File: src/rtl/img_pkg.sv
// rtl/img_pkg.sv - shared pixel types, colour modes and helpers for img_mem_reader_pipe
package img_pkg;

  typedef struct packed {
    logic [3:0] r;
    logic [3:0] g;
    logic [3:0] b;
  } rgb444_t;

  typedef enum logic [1:0] {
    CM_RGB  = 2'd0,
    CM_GRAY = 2'd1,
    CM_NEG  = 2'd2,
    CM_TEST = 2'd3
  } color_mode_e;

  localparam int BAR_CNT = 8;

  // white, yellow, cyan, green, magenta, red, blue, black
  localparam rgb444_t [0:BAR_CNT-1] BAR_COLORS = {
    12'hFFF, 12'hFF0, 12'h0FF, 12'h0F0, 12'hF0F, 12'hF00, 12'h00F, 12'h000
  };

  // Keep the top 4 bits of each RGB565 field
  function automatic rgb444_t unpack565(input logic [15:0] d);
    logic unused_lsbs;
    unused_lsbs = ^{d[11], d[6:5], d[0]};
    unpack565 = '{r: d[15:12], g: d[10:7], b: d[4:1]};
  endfunction

  function automatic logic [3:0] to_gray(input rgb444_t p);
    logic [6:0] y;
    y = 7'({p.r, 1'b0}) + 7'(p.g) * 7'd5 + 7'(p.b);
    to_gray = 4'(y >> 3);
  endfunction

endpackage

File: src/rtl/img_mem_reader_pipe_sync_delay_line.sv
// rtl/img_mem_reader_pipe_sync_delay_line.sv - fixed-depth shift register aligning control bits with read data
module sync_delay_line #(
  parameter int WIDTH = 1,
  parameter int DEPTH = 2
) (
  input  logic             clk,
  input  logic             reset,
  input  logic [WIDTH-1:0] d,
  output logic [WIDTH-1:0] q
);

  logic [WIDTH-1:0] stages [DEPTH];

  always_ff @(posedge clk or posedge reset) begin
    if (reset) begin
      for (int i = 0; i < DEPTH; i++) stages[i] <= '0;
    end else begin
      stages[0] <= d;
      for (int i = 1; i < DEPTH; i++) stages[i] <= stages[i-1];
    end
  end

  assign q = stages[DEPTH-1];

endmodule

File: src/rtl/img_mem_reader_pipe.sv
// rtl/img_mem_reader_pipe.sv - frame RAM reader with 2^SCALE_SHIFT upscale and per-frame colour mode
// Define IMG_TEST_PATTERN_EN to make mode 3 emit eight vertical colour bars.
module img_mem_reader_pipe
  import img_pkg::*;
#(
  parameter int SRC_W       = 320,
  parameter int SRC_H       = 240,
  parameter int SCALE_SHIFT = 1,
  parameter int MEM_LATENCY = 1,
  parameter int ADDR_W      = $clog2(SRC_W * SRC_H)
) (
  input  logic              clk,
  input  logic              reset,
  input  logic              DE,
  input  logic [9:0]        x_pixel,
  input  logic [9:0]        y_pixel,
  input  logic              h_sync_in,
  input  logic              v_sync_in,
  input  logic [1:0]        mode,
  output logic [ADDR_W-1:0] addr,
  output logic              rd_en,
  input  logic [15:0]       imgData,
  output logic [3:0]        r_port,
  output logic [3:0]        g_port,
  output logic [3:0]        b_port,
  output logic              de_out,
  output logic              h_sync_out,
  output logic              v_sync_out
);

  localparam int WIN_W = SRC_W << SCALE_SHIFT;
  localparam int WIN_H = SRC_H << SCALE_SHIFT;
  localparam int LC_W  = (SCALE_SHIFT > 0) ? SCALE_SHIFT : 1;
  localparam logic [LC_W-1:0]   LC_MASK  = LC_W'((1 << SCALE_SHIFT) - 1);
  localparam logic [ADDR_W-1:0] ROW_STEP = ADDR_W'(SRC_W);
  localparam logic [ADDR_W-1:0] ROW_LAST = ADDR_W'(SRC_W * (SRC_H - 1));

  logic              in_win;
  logic              de_q, vs_q, de_fall, vs_rise, synced;
  logic [LC_W-1:0]   line_cnt, line_nxt;
  logic [ADDR_W-1:0] row_base;
  color_mode_e       mode_q;
  logic              win_d, de_d, hs_d, vs_d;
  rgb444_t           src, pix;
  logic [3:0]        gray;

  assign in_win  = DE && (int'(x_pixel) < WIN_W) && (int'(y_pixel) < WIN_H);
  assign de_fall = de_q && !DE;
  assign vs_rise = v_sync_in && !vs_q;
  // With SCALE_SHIFT=0 the mask is zero, so every line counts as a wrap
  assign line_nxt = (line_cnt + 1'b1) & LC_MASK;

  always_ff @(posedge clk or posedge reset) begin
    if (reset) begin
      addr  <= '0;
      rd_en <= 1'b0;
    end else begin
      rd_en <= in_win;
      if (in_win) addr <= row_base + ADDR_W'(x_pixel >> SCALE_SHIFT);
    end
  end

  // Row accumulator stays parked at 0 after reset until the first frame start
  always_ff @(posedge clk or posedge reset) begin
    if (reset) begin
      de_q     <= 1'b0;
      vs_q     <= 1'b0;
      synced   <= 1'b0;
      line_cnt <= '0;
      row_base <= '0;
      mode_q   <= CM_RGB;
    end else begin
      de_q <= DE;
      vs_q <= v_sync_in;
      if (vs_rise) begin
        synced   <= 1'b1;
        line_cnt <= '0;
        row_base <= '0;
        mode_q   <= color_mode_e'(mode);
      end else if (de_fall && synced) begin
        line_cnt <= line_nxt;
        if (line_nxt == '0 && row_base < ROW_LAST) row_base <= row_base + ROW_STEP;
      end
    end
  end

`ifdef IMG_TEST_PATTERN_EN
  logic [2:0] bar_a, bar_d;

  assign bar_a = 3'(((int'(x_pixel) >> SCALE_SHIFT) * BAR_CNT) / SRC_W);

  sync_delay_line #(.WIDTH(7), .DEPTH(MEM_LATENCY + 1)) u_align (
    .clk   (clk),
    .reset (reset),
    .d     ({in_win, DE, h_sync_in, v_sync_in, bar_a}),
    .q     ({win_d, de_d, hs_d, vs_d, bar_d})
  );
`else
  sync_delay_line #(.WIDTH(4), .DEPTH(MEM_LATENCY + 1)) u_align (
    .clk   (clk),
    .reset (reset),
    .d     ({in_win, DE, h_sync_in, v_sync_in}),
    .q     ({win_d, de_d, hs_d, vs_d})
  );
`endif

  assign src  = unpack565(imgData);
  assign gray = to_gray(src);

  always_comb begin
    pix = src;
    case (mode_q)
      CM_GRAY: pix = '{r: gray, g: gray, b: gray};
      CM_NEG:  pix = '{r: 4'd15 - src.r, g: 4'd15 - src.g, b: 4'd15 - src.b};
`ifdef IMG_TEST_PATTERN_EN
      CM_TEST: pix = BAR_COLORS[bar_d];
`endif
      default: pix = src;
    endcase
    if (!(de_d && win_d)) pix = '0;
  end

  always_ff @(posedge clk or posedge reset) begin
    if (reset) begin
      r_port     <= '0;
      g_port     <= '0;
      b_port     <= '0;
      de_out     <= 1'b0;
      h_sync_out <= 1'b0;
      v_sync_out <= 1'b0;
    end else begin
      r_port     <= pix.r;
      g_port     <= pix.g;
      b_port     <= pix.b;
      de_out     <= de_d;
      h_sync_out <= hs_d;
      v_sync_out <= vs_d;
    end
  end

endmodule

File: config.mk
export PLATFORM = sky130hd
export DESIGN_NAME = img_mem_reader_pipe
export DESIGN_NICKNAME = d
export VERILOG_FILES = /design/src/rtl/img_pkg.sv /design/src/rtl/img_mem_reader_pipe_sync_delay_line.sv /design/src/rtl/img_mem_reader_pipe.sv
export SDC_FILE = /design/constraint.sdc
export NUM_CORES = 1
export LEC_CHECK = 0
export ABC_AREA = 1
export CORE_MARGIN = 4
export CORE_UTILIZATION = 53
export CTS_CLUSTER_SIZE = 16
export DETAILED_ROUTE_END_ITERATION = 8
export GPL_TIMING_DRIVEN = 0
export PLACE_DENSITY = 0.85
export SKIP_CTS_REPAIR_TIMING = 1
export SKIP_LAST_GASP = 1
export SLEW_MARGIN = 20
export SYNTH_ARGS = -nofsm -noshare
export SYNTH_HDL_FRONTEND = slang
export SYNTH_SLANG_ARGS = --single-unit
File: constraint.sdc
create_clock -name clk -period 3.4 [get_ports clk]
set_input_delay 0.85 -clock clk [delete_from_list [all_inputs] [get_ports clk]]
set_output_delay 0.85 -clock clk [all_outputs]
set_load 0.005 [all_outputs]
==> metrics, run 1 <==
status finished, final reports clean; asr flop ratio synth between 90% and 100%; Post-synth EDFFs 0; Synth warnings 0; Starting Density approximately 55%; Post-layout nets roughly 530; via count between 2000 and 3000; overall routed net length just under 7000 um; post-route ant nets 0; critical path data arrival time between 3000 and 4000 ps; pin count of the biggest net entering global routing 35; Worst IR Drop VDD between 0.0003 and 0.0004 V; via-per-instance ratio between 5 and 6; most common cell in the synthesized netlist nand2_1; CTS Buf Count 5; Final Hold Viols 0; first-pass GRT wire length 11700 um; Finish-stage setup viols 0; syn nets 454; Slew headroom between 60% and 70%; Leakage around 2 nW; pwr dens around 490 nW/um^2; hold slack roughly 360 ps; Starting DRT DRC Count 213; I/O pin count 76; clk_lat worst skew around 300 ps; Final Max Slew Viols 0; leading area contributor after synthesis dfrtp_1; Post-Syn Area approximately 3000 um^2; residual DRC count 0; synthesized area per cell 7.88 um^2; Avg WL per Cell 12.6 um; Final Skew between 4 and 5 ps; number of global-route vias before repair 2596; required time of the worst setup path 3640 ps; predominant post-synthesis flop cell dfrtp_1; initial antenna violation count 0; antenna fix cells 0; Die Span X approximately 84 um; area grow syn2layout 28.9%; minimum clock period approximately 3300 ps; top cell type's share of synthesized area between 40% and 50%; Clock Pin Slew Worst Setup and Hold Paths approximately 90 ps; setup TNS 0 ps; max_cap viols 0; CTS Buffer Depth 2; core area 5570 um^2; CTS H-tree depth 2; Mapped Cells between 300 and 400; Crit Path Max Fanout 4; synth top area cells dfrtp_1 (45%), nand2_1 (15%), ha_1 (6.5%), nor2_1 (5.7%), inv_1 (5.4%); CTS tree done; HPWL Detailed roughly 5400 um; DRT Pass-1 Iters 5; final instance area just under 4000 um^2; port bufs 65; layout cells sized above 1 just under 8%; root buffer cell clkbuf_8; startpoint types input port; Crit. End Element register; synth cell count leaders nand2_1 (119), dfrtp_1 (55), nor2_1 (47); placed cell area 3830 um^2; class of the worst hold path reg -> reg; total track usage between 20 and 25%; Die Footprint around 7100 um^2; Worst Tran Pin Value approximately 480 ps; synthesis-stage register bit count between 50 and 60; Die H around 84 um; GRT Residual Overflow 0; num rows 27; crit share post-route 95.8%; placed cells roughly 530; unrepaired setup endpoints after global routing false; Yosys cell types 31; CTS sink cnt between 50 and 60; CP Class in -> reg; f_max ~300 MHz; Finished Layout Cells 537; Seq/Total Area, Yosys approximately 45%; Placer Congestion between 0.9 and 1
[cell type report]
class                           instances  area, um^2
Fill cell                             438        1610
Multi-Input combinational cell        281        1500
Sequential cell                        55        1380
Timing Repair Buffer                   67         688
Inverter                               46         173
Tap cell                               72        90.1
Clock buffer                            5        68.8
Buffer                                  8        40.0
Clock inverter                          3        20.0
[registers in the layout, summed over array words and instances (netlist names)]
name and flops:
addr 17, row_base 11, b_port 4, g_port 4, r_port 4, u_align.q 4
u_align.stages 3, mode_q 2, de_out 1, h_sync_out 1, line_cnt 1, rd_en 1
synced 1, v_sync_out 1
[worst max-delay path: stages]
cell            delay (ps)
dlymetal6s2s_1         180
ha_1                   320
inv_1                   80
fa_1                   450
fa_1                   510
inv_1                   70
fa_2                   380
nand2_2                 90
a21oi_1                 80
o21ai_1                170
nand3_2                150
a21oi_2                160
[power breakdown]
part           switching [W]  leakage, nW  internal [W]  total (W)
Clock               0.000204       0.0402      0.000144   0.000348
Combinational       0.000415         1.27      0.000338   0.000753
Sequential         0.0000805        0.710      0.000757   0.000838
[cells by family (layout without fill, tap and decap cells)]
group	after synthesis	in the layout	share of synthesized area, %
AND/OR/NAND/NOR	208	208	28.6
flip-flops	55	55	44.8
buffers and inverters	54	129	6.92
AO/OA/AOI/OAI	47	47	8.43
adder cells (fa/ha/maj)	21	21	9.78
XOR/XNOR	5	5	1.43
[path summary, 6_finish.rpt]
path	from	end	slack [ps]	cells after the start
setup / recovery	imgData[8]	b_port[3]	140	12
hold / removal	u_align.q[0]	v_sync_out	360	0
setup reg to reg	row_base[7]	addr[12]	1680	6
hold reg to reg	u_align.q[0]	v_sync_out	360	0
max in group asynchronous	reset	row_base[8]	2000	3
min in group asynchronous	reset	addr[13]	880	2
[routing by layer]
layer | up-vias | track usage [%] | part of all wire (%)
li1 | 1378 | - | -
met1 | 1266 | 26.6 | 45
met2 | 104 | 32.9 | 47
met3 | 16 | 3.73 | 6.5
met4 | 0 | 7.46 | 2.3
met5 | - | 0 | 0
[metrics by stage]
stage / total power, W / utilization (%) / worst slack, ps
2_1_floorplan: 0.00129 / - / 196
3_5_place_dp: 0.00159 / 68.8 / -602
5_1_grt: 0.00209 / 71.0 / 7.21
3_3_place_gp: 0.00156 / 68.4 / -474
6_report: 0.00194 / 71.0 / 144
4_1_cts: 0.00194 / 70.3 / -292
[placed cells by master, fill, tap and decap left out, types with 3 or more instances in the layout]
master and n:
a21oi_1 13, a21oi_2 3, buf_2 5, clkbuf_8 5, clkdlybuf4s50_1 61, dfrtp_1 55, dlymetal6s2s_1 4, fa_1 4
ha_1 16, inv_1 43, nand2_1 118, nand2_2 5, nand3_1 23, nor2_1 47, o21ai_0 21, o22ai_1 5
xor2_1 4
Note: power is estimated with default switching activity, not from simulation.
==> run 2, diff against run 1 <==
--- a/config.mk
+++ b/config.mk
@@ -6,7 +6,7 @@
 export NUM_CORES = 1
 export LEC_CHECK = 0
 export ABC_AREA = 1
-export CORE_MARGIN = 4
+export CORE_MARGIN = 2
 export CORE_UTILIZATION = 53
 export CTS_CLUSTER_SIZE = 16
 export DETAILED_ROUTE_END_ITERATION = 8
==> metrics, run 2 (synthesis gave the netlist of run 1 again) <==
num rows 27 (unchanged); required time of the worst setup path 3640 ps (about the same); Post-layout nets 526 (-0.38%); via-per-instance ratio 5.14 (about the same); core area 5540 um^2 (-0.61%); Seq pwr share 40.0% (-3.2 points); root buffer cell clkbuf_8; hold_sp u_align.q[1]; crit share post-route 96.3% (+0.52 points); first-pass GRT wire length 11900 um (+2.4%); I/O pin count 76 (unchanged); pin count of the biggest net entering global routing 56 (+60%); Worst IR Drop VDD 0.000424 V (+15%); CTS Buf Count 5 (unchanged); startpoint types input port; Worst Reg-to-Reg Cells 7 (+1); most common cell after layout, fill and taps aside nand2_1; status finished, final reports clean; class of the worst hold path reg -> reg; Crit Path Max Fanout 3 (-1); worst flop-to-flop path startpoint row_base[7]; Most flops, register addr; Slew headroom 56.9% (-11 points); Avg WL per Cell 13.0 um (+2.8%); area grow syn2layout 29.9%; CTS Buffer Depth 2 (unchanged); biggest regs addr: 17 flops, row_base: 11 flops; GRT Residual Overflow 0 (unchanged); switching power 0.000708 W (+1.2%); Die Footprint 6420 um^2 (-9.3%); via count 2751 (-0.47%); Final Hold Viols 0 (unchanged); pwr dens 525 nW/um^2 (+7.3%); CTS H-tree depth 2 (unchanged); max_cap viols 0 (unchanged); placed cells 527 (-0.19%); Die Span X 80.1 um (-4.8%); number of global-route vias before repair 2716 (+4.6%); max reg flops 17 (unchanged); reg2reg end addr[13]; switching part of the total 33.8% (-2.3 points); CP Class in -> reg; Placer Congestion 0.918 (-1.4%); most frequent cells in the layout nand2_1 (118), clkdlybuf4s50_1 (61), dfrtp_1 (55); Starting Density 55.4% (+0.34 points); minimum clock period 3270 ps (+17.7 ps); unrepaired setup endpoints after global routing false; Clock Pin Slew Worst Setup and Hold Paths 90 ps (about the same); Layout fillers 420 (-4.1%); Finish-stage setup viols 0 (unchanged); total track usage 23.7% (+3.6 points); critical path data arrival time 3510 ps (about the same); R2R Setup Slk 1700 ps (+20 ps); hold slack 361 ps (+1.35 ps); overall routed net length 6940 um (+2.4%); Starting DRT DRC Count 191 (-10%); setup TNS 0 ps (unchanged); Leakage 2.03 nW (+0.57%); P_int 0.00139 W (+12%); f_max 305 MHz (-0.54%); residual DRC count 0 (unchanged); layout cells sized above 1 7.99% (+0.034 points); CTS sink cnt 55 (unchanged); Finished Layout Cells 535 (-0.37%); Clk network pwr share 23.8% (+5.9 points); Hold Path End h_sync_out; HPWL Detailed 5240 um (-3.4%); port bufs 65 (unchanged); Final Max Slew Viols 0 (unchanged); Util after Layout 72.0% (+0.98 points); clk_lat worst skew 310 ps (about the same); DRT Pass-1 Iters 4 (-1); Crit. End Element register; Comb pwr share 36.1% (-2.7 points); final instance area 3990 um^2 (+0.76%); placed cell area 3810 um^2 (-0.46%); post-route ant nets 0 (unchanged); antenna fix cells 0 (unchanged); initial antenna violation count 0 (unchanged); CTS tree done; Final Skew 7.25 ps (+2.43 ps); worst hold path depth 0 (unchanged); Die H 80.1 um (-4.8%); Worst Tran Pin Value 647 ps (+171 ps)
==> run 2: power groups by stage <==
stage	Sequential [W]	Clock [W]	Combinational, W
after floorplan	0.000841	0	0.000450
after global placement	0.000847	0	0.000708
after detailed placement	0.000852	0	0.000730
after CTS	0.000838	0.000514	0.000736
after global routing	0.000851	0.000539	0.000853
final	0.000839	0.000500	0.000757
==> run 2: through the flow <==
step	setup WS, ps	power [W]
after detailed placement	-564	0.00158
final	126	0.00210
after CTS	-282	0.00209
after global routing	21.6	0.00224
after floorplan	196	0.00129
after global placement	-483	0.00155
==> run 2: worst max path at each step <==
stage	cells past startpoint	slack, ps	from	to
floorplan	11	200	imgData[8]	b_port[3]
global placement	12	-480	imgData[8]	b_port[3]
detailed placement	12	-560	imgData[8]	r_port[3]
CTS	12	-280	imgData[8]	r_port[3]
global route	13	20	imgData[4]	r_port[2]
finish	11	130	imgData[4]	g_port[3]
==> run 2: area by class of cell <==
| cell class | instances | area [um^2] | share of cell area, % |
|---|---|---|---|
| repair buffers | 65 | 661 | 16.6 |
| inverters | 46 | 175 | 4.39 |
| flip-flops and latches | 55 | 1380 | 34.5 |
| clock buffers | 6 | 72.6 | 1.82 |
| well taps | 72 | 90.1 | 2.26 |
| plain buffers | 8 | 40.0 | 1.00 |
| clock inverters | 2 | 60.1 | 1.51 |
| multi-input cells | 281 | 1520 | 38.0 |
==> run 2: metal layers <==
layer	wire (um)	global-route usage [%]	part of all wire [%]	vias up
li1	-	-	-	1378
met1	3040	30.3	44	1283
met2	3380	40.6	49	79
met3	418	4.49	6.0	11
met4	99	7.63	1.4	0
met5	0	0	0	-
==> run 2: worst max-delay path, cell delays in order <==
cell	delay (ps)
clkdlybuf4s50_1	480
inv_1	80
fa_1	500
fa_1	520
inv_1	70
fa_2	400
nand2_2	100
a21oi_2	70
o21ai_2	150
nand3_2	140
a21oi_2	160
